**src/rtl/imem_loader_pkg.sv**
```systemverilog
`default_nettype none
// ============================================================================
// Module   : imem_loader_pkg
// Purpose  : Shared definitions for the instruction-memory loader: state
//            encoding, word geometry and big-endian byte-lane extraction
//            (the fetch path uses the same lane order).
// Revision : 1.0 - initial release
// ============================================================================
package imem_loader_pkg;

  localparam int BYTES_PER_WORD = 4;
  localparam logic [1:0] LAST_BYTE_IDX = 2'(BYTES_PER_WORD - 1);

  typedef enum logic [1:0] {
    ST_IDLE      = 2'd0,
    ST_WAIT_WORD = 2'd1,
    ST_WRITE     = 2'd2,
    ST_DONE      = 2'd3
  } state_t;

  // Byte 0 is the most significant byte of the word (big-endian lane order).
  function automatic logic [7:0] be_byte(input logic [31:0] word, input logic [1:0] idx);
    return word[8*(BYTES_PER_WORD - 1 - int'(idx)) +: 8];
  endfunction

endpackage
`default_nettype wire

```
**src/rtl/imem_loader.sv**
```systemverilog
`default_nettype none
// ============================================================================
// Module   : imem_loader
// Purpose  : Accepts 32-bit instruction words on a valid/ready stream and
//            writes each one as four big-endian bytes, one per cycle, into
//            the byte-wide instruction memory. Holds the CPU while loading.
// Revision : 1.0 - initial release
// ============================================================================
module imem_loader
  import imem_loader_pkg::*;
#(
  parameter int ADDR_W    = 8,
  parameter int MEM_BYTES = 2**ADDR_W
) (
  input  logic              clk,
  input  logic              reset,
  input  logic              start,
  input  logic [ADDR_W-1:0] baseAddr,
  input  logic [ADDR_W-1:0] wordCount,
  input  logic              inValid,
  output logic              inReady,
  input  logic [31:0]       inWord,
  output logic              memWe,
  output logic [ADDR_W-1:0] memAddr,
  output logic [7:0]        memData,
  output logic              busy,
  output logic              cpuHold,
  output logic              done,
  output logic              overflow,
  output logic [ADDR_W-1:0] wordsWritten
);

  localparam logic [ADDR_W-1:0] LAST_ADDR = ADDR_W'(MEM_BYTES - 1);

  state_t            r_state;
  logic [ADDR_W-1:0] r_ptr;        // next byte address to be written
  logic              r_wrap;       // pointer has wrapped during this load
  logic [ADDR_W-1:0] r_count;
  logic [ADDR_W-1:0] r_words;
  logic [31:0]       r_word;
  logic [1:0]        r_idx;        // byte lane currently on the write port
  logic [ADDR_W-1:0] r_mem_addr;
  logic [7:0]        r_mem_data;
  logic              r_overflow;
  logic              r_in_ready;
  logic              r_mem_we;
  logic              r_busy;
  logic              r_done;

  state_t            w_state_nxt;
  logic [ADDR_W-1:0] w_ptr_nxt;
  logic              w_wrap_nxt;
  logic [ADDR_W-1:0] w_count_nxt;
  logic [ADDR_W-1:0] w_words_nxt;
  logic [31:0]       w_word_nxt;
  logic [1:0]        w_idx_nxt;
  logic [ADDR_W-1:0] w_addr_nxt;
  logic [7:0]        w_data_nxt;
  logic              w_ovf_nxt;
  logic              w_issue;      // a byte write is launched on the next cycle
  logic [7:0]        w_issue_byte;
  logic [ADDR_W-1:0] w_base_aligned;
  logic [ADDR_W-1:0] w_words_inc;

  assign w_base_aligned = baseAddr & ~ADDR_W'(3);
  assign w_words_inc    = r_words + 1'b1;

  // Next-state, datapath and byte-issue decisions
  always_comb begin
    w_state_nxt  = r_state;
    w_ptr_nxt    = r_ptr;
    w_wrap_nxt   = r_wrap;
    w_count_nxt  = r_count;
    w_words_nxt  = r_words;
    w_word_nxt   = r_word;
    w_idx_nxt    = r_idx;
    w_addr_nxt   = r_mem_addr;
    w_data_nxt   = r_mem_data;
    w_ovf_nxt    = r_overflow;
    w_issue      = 1'b0;
    w_issue_byte = 8'h00;

    case (r_state)
      ST_IDLE: begin
        if (start) begin
          w_ptr_nxt   = w_base_aligned;
          w_wrap_nxt  = 1'b0;
          w_count_nxt = wordCount;
          w_words_nxt = '0;
          w_ovf_nxt   = 1'b0;
          w_state_nxt = (wordCount == '0) ? ST_DONE : ST_WAIT_WORD;
        end
      end
      ST_WAIT_WORD: begin
        if (inValid && r_in_ready) begin
          w_word_nxt   = inWord;
          w_idx_nxt    = 2'd0;
          w_issue      = 1'b1;
          w_issue_byte = be_byte(inWord, 2'd0);
          w_state_nxt  = ST_WRITE;
        end
      end
      ST_WRITE: begin
        if (r_idx != LAST_BYTE_IDX) begin
          w_idx_nxt    = r_idx + 2'd1;
          w_issue      = 1'b1;
          w_issue_byte = be_byte(r_word, r_idx + 2'd1);
        end else begin
          w_words_nxt = w_words_inc;
          w_state_nxt = (w_words_inc == r_count) ? ST_DONE : ST_WAIT_WORD;
        end
      end
      ST_DONE: w_state_nxt = ST_IDLE;
      default: w_state_nxt = ST_IDLE;
    endcase

    // Overflow is flagged on the first write that lands after the wrap.
    if (w_issue) begin
      w_addr_nxt = r_ptr;
      w_data_nxt = w_issue_byte;
      w_ptr_nxt  = r_ptr + 1'b1;
      if (r_ptr == LAST_ADDR) w_wrap_nxt = 1'b1;
      if (r_wrap)             w_ovf_nxt  = 1'b1;
    end
  end

  // State and datapath registers; status flags registered from next state
  always_ff @(posedge clk) begin
    if (reset) begin
      r_state    <= ST_IDLE;
      r_ptr      <= '0;
      r_wrap     <= 1'b0;
      r_count    <= '0;
      r_words    <= '0;
      r_word     <= '0;
      r_idx      <= '0;
      r_mem_addr <= '0;
      r_mem_data <= '0;
      r_overflow <= 1'b0;
      r_in_ready <= 1'b0;
      r_mem_we   <= 1'b0;
      r_busy     <= 1'b0;
      r_done     <= 1'b0;
    end else begin
      r_state    <= w_state_nxt;
      r_ptr      <= w_ptr_nxt;
      r_wrap     <= w_wrap_nxt;
      r_count    <= w_count_nxt;
      r_words    <= w_words_nxt;
      r_word     <= w_word_nxt;
      r_idx      <= w_idx_nxt;
      r_mem_addr <= w_addr_nxt;
      r_mem_data <= w_data_nxt;
      r_overflow <= w_ovf_nxt;
      r_in_ready <= (w_state_nxt == ST_WAIT_WORD);
      r_mem_we   <= (w_state_nxt == ST_WRITE);
      r_busy     <= (w_state_nxt != ST_IDLE);
      r_done     <= (w_state_nxt == ST_DONE);
    end
  end

  assign inReady      = r_in_ready;
  assign memWe        = r_mem_we;
  assign memAddr      = r_mem_addr;
  assign memData      = r_mem_data;
  assign busy         = r_busy;
  assign cpuHold      = r_busy;
  assign done         = r_done;
  assign overflow     = r_overflow;
  assign wordsWritten = r_words;

endmodule
`default_nettype wire
```
**config.mk**
```make
export PLATFORM = sky130hd
export DESIGN_NAME = imem_loader
export DESIGN_NICKNAME = d
export VERILOG_FILES = /design/src/rtl/imem_loader_pkg.sv /design/src/rtl/imem_loader.sv
export SDC_FILE = /design/constraint.sdc
export NUM_CORES = 1
export LEC_CHECK = 0
export ABC_AREA = 1
export CORE_AREA = 4 4 87 89
export CTS_BUF_LIST = sky130_fd_sc_hd__clkbuf_8
export DETAILED_ROUTE_END_ITERATION = 12
export DIE_AREA = 0 0 91 93
export PLACE_DENSITY = 0.95
export SLEW_MARGIN = 10
export SYNTH_ARGS = -nofsm -noshare
export SYNTH_HDL_FRONTEND = slang
export SYNTH_SLANG_ARGS = --single-unit
```
**constraint.sdc**
```tcl
create_clock -name clk -period 3.5 [get_ports clk]
set_input_delay 0.7 -clock clk [delete_from_list [all_inputs] [get_ports clk]]
set_output_delay 0.7 -clock clk [all_outputs]
set_load 0.02 [all_outputs]
```
==> impl_metrics.env <==
export IMPL_status="finished clean"
export IMPL_synth_top_family_by_area="simple AND/OR/NAND/NOR gates"
export IMPL_setup_reg_to_reg_worst_slack_ns=1.26
export IMPL_timing_final_crit_share=0.640
export IMPL_dr_pass1_iters=7
export IMPL_chipWidth_um=91
export IMPL_cts_buffers_inserted=9
export IMPL_critical_path_required_ns=3.75
export IMPL_timing_max_cap_violations=0
export IMPL_core_area_um2=6760
export IMPL_grt_first_pass_wirelength_um=16000
export IMPL_cts_tree="built"
export IMPL_grt_overflow_total=0
export IMPL_layout_drive_gt1_share=0.0773
export IMPL_pin_count=82
export IMPL_synth_compound_area_frac=0.212
export IMPL_cts_repair_timing_setup_buffer_count=0
export IMPL_area_growth_synth_to_final_pct=27.7
export IMPL_worst_endpoint_arrival_ns=2.49
export IMPL_num_antenna_cells=0
export IMPL_startpoint="r_idx[0]"
export IMPL_final_cell_area_um2=4710
export IMPL_h_tree_depth=3
export IMPL_worst_slew_pin_slew_ns=0.984
export IMPL_number_of_enable_flip_flop_cells_after_synthesis=0
export IMPL_maxClockFrequency_mhz=446
export IMPL_count_of_routing_violations_after_the_opening_detailed_route_iteration=371
export IMPL_antenna_found_initial=0
export IMPL_worstReg2RegEnd="r_ptr[7]"
export IMPL_slew_headroom=0.343
export IMPL_worstSetupStartpointType="register"
export IMPL_synth_simple_gate_area_share=0.246
export IMPL_worst_slack_ns=1.26
export IMPL_detail_route_wl_per_cell_um=14.9
export IMPL_die_height_um=93
export IMPL_setup_violations=0
export IMPL_path_type_of_the_worst_min_delay_path="reg2reg"
export IMPL_critPathMaxFanout=33
export IMPL_final_setup_tns_ns=0
export IMPL_skew_ns=0.0105
export IMPL_grtUsageTotal=0.232
export IMPL_p_leak_uw=0.00172
export IMPL_slew_violations=0
export IMPL_post_synth_inst_count=509
export IMPL_crit_path_end_kind="register"
export IMPL_worst_skew_pair_late_latency_ns=0.36
export IMPL_post_layout_total_power_uw=2500
export IMPL_average_size_of_a_mapped_cell_um2=7.24
export IMPL_netlist_cell_type_count=37
export IMPL_timing_final_hold_violations=0
export IMPL_post_dp_hpwl_um=6830
export IMPL_floorplan_initialDensity=0.546
export IMPL_cellPowerDensity_nw_per_um2=531
export IMPL_std_cell_rows=30
export IMPL_cts_num_sinks=82
export IMPL_synth_area_um2=3690
export IMPL_final_weighted_congestion_of_routability_driven_global_placement=0.888
export IMPL_classification_of_the_worst_setup_path="reg2reg"
export IMPL_ys_flop_type="dfxtp_1"
export IMPL_maximum_number_of_pins_on_one_net_before_global_route_repair=44
export IMPL_worst_setup_hold_path_clk_slew_ns=0.10
export IMPL_post_placement_cell_area_um2=4480
export IMPL_synth_adder_area_share=0.0204
export IMPL_vias=3745
export IMPL_post_cts_resized_instances=0
export IMPL_pre_cts_slack_ns=0.957
export IMPL_worst_hold_path_endpoint="r_word[21]"
export IMPL_die_area_um2=8460
export IMPL_routed_wirelength_um=9860
export IMPL_syn_num_nets=567
export IMPL_mux_share_of_post_synthesis_cell_area=0
export IMPL_grt_setup_unrepaired="no"
export IMPL_hold_path_startpoint="r_word[21]"
export IMPL_drtAntennaViolNets=0
export IMPL_min_path_cells=2
export IMPL_r2r_start="r_idx[0]"
export IMPL_grt_pass1_vias=3528
export IMPL_synth_xor_xnor_area_share=0.00475
export IMPL_cts_root_buf="clkbuf_8"
export IMPL_crit_path_time_final_ns=2.24
export IMPL_ys_warnings_count=0
export IMPL_postSynthRegisterBits=82
export IMPL_vdd_ir_drop_max_mv=0.262
export IMPL_post_synthesis_sequential_area_ratio=0.445
export IMPL_fin_nets=635
export IMPL_postSynth_asyncResetShare=0
export IMPL_cts_hold_buf=0
export IMPL_r2r_cells=9
export IMPL_ctsLongestPathBuffers=2
export IMPL_detail_route_vias_per_cell=5.66
export IMPL_remaining_drc_errors=0
export IMPL_port_buffers=79
[flip-flops by register name, summed over array words and instances (netlist names), 2 cells and up]
register	count
wordsWritten	8
r_idx	2
r_count	8
memData	8
r_state	2
r_ptr	8
r_word	32
memAddr	8
[layout make-up]
type                       instances  area, µm²
inverter                          40        151
multi-input combinational        363       1780
sequential                        82       1640
clock buffer                       9        124
fill                             544       2050
timing repair buffer              81        806
clock inverter                     7        101
tap                               80        100
[cells in the mapped netlist, types with 2 or more instances]
cell type	count	area, µm²
ha_1	6	75.1
o21ai_1	7	35.0
nand2_2	8	50.1
nand3b_1	6	45.0
nor4_1	2	12.5
inv_2	4	15.0
dfxtp_1	82	1640
o21ai_2	2	17.5
buf_2	4	20.0
clkbuf_1	17	63.8
nor3_1	3	15.0
a211oi_1	2	15.0
o21ai_0	56	280
nand3_2	3	30.0
a31oi_1	11	68.8
xor2_1	2	17.5
inv_1	34	128
buf_4	2	15.0
nand3_1	16	80.1
a21oi_1	65	325
nor2_2	4	25.0
nand2_1	119	447
nor2_1	40	150
[layout by cell type, fill, tap and decap left out, types with 2 or more instances in the layout]
cell type,instances
inv_2,4
inv_6,2
nand2_2,8
buf_4,2
nand3_2,3
clkdlybuf4s50_1,79
o21ai_1,7
nand3b_1,6
ha_1,6
inv_1,34
nand2_1,119
a31oi_1,11
clkbuf_8,9
nor2_1,40
o21ai_2,2
clkinvlp_4,2
dfxtp_1,82
xor2_1,2
a21oi_1,65
nor4_1,2
bufinv_16,2
nor3_1,3
a211oi_1,2
nand3_1,16
nor2_2,4
o21ai_0,56
[stage by stage]
| step | std cells | hold slack (ns) | utilization |
|---|---|---|---|
| detailed placement | 646 | 0.449 | 0.663 |
| floorplan | 509 | 0.430 | - |
| CTS | 662 | 0.463 | 0.697 |
| global route | 662 | 0.480 | 0.697 |
| global placement | 646 | 0.444 | 0.663 |
| finish | 662 | 0.462 | 0.697 |
[worst max-delay path by stage]
stage / to / slack (ns) / cells after the start
2_1_floorplan: done / 1.86 / 11
3_3_place_gp: r_ptr[7] / 1.03 / 9
3_5_place_dp: r_ptr[7] / 0.96 / 9
4_1_cts: r_ptr[7] / 1.30 / 9
5_1_grt: r_ptr[7] / 1.09 / 11
6_report: r_ptr[7] / 1.26 / 9
[critical path, cell delays in order, from the launching register on]
cell and delay, ns:
dfxtp_1 0.59, ha_1 0.25, or2_4 0.15, nand2_2 0.06, nand2_4 0.17, clkinv_2 0.39, nand3_1 0.21, nand2_1 0.06
o221ai_1 0.17, inv_1 0.07
[where the power goes]
part	switching, µW	internal (µW)
clock network	375	408
registers	63.6	1020
logic	390	247
total	829	1670
[routing by layer]
metal	vias up	wire length (µm)	share of wire	GRT usage
met5	-	0	0	0
met1	1701	4130	0.42	0.286
met2	191	4710	0.48	0.404
li1	1823	-	-	-
met3	30	811	0.082	0.0491
met4	0	209	0.021	0.0791
[cells by family after synthesis]
logic type,Yosys count
XOR/XNOR,2
AO/OA/AOI/OAI,148
buffers and inverters,64
adder cells (fa/ha/maj),6
flip-flops,82
AND/OR/NAND/NOR,207
Note: power is estimated with default switching activity, not from simulation.
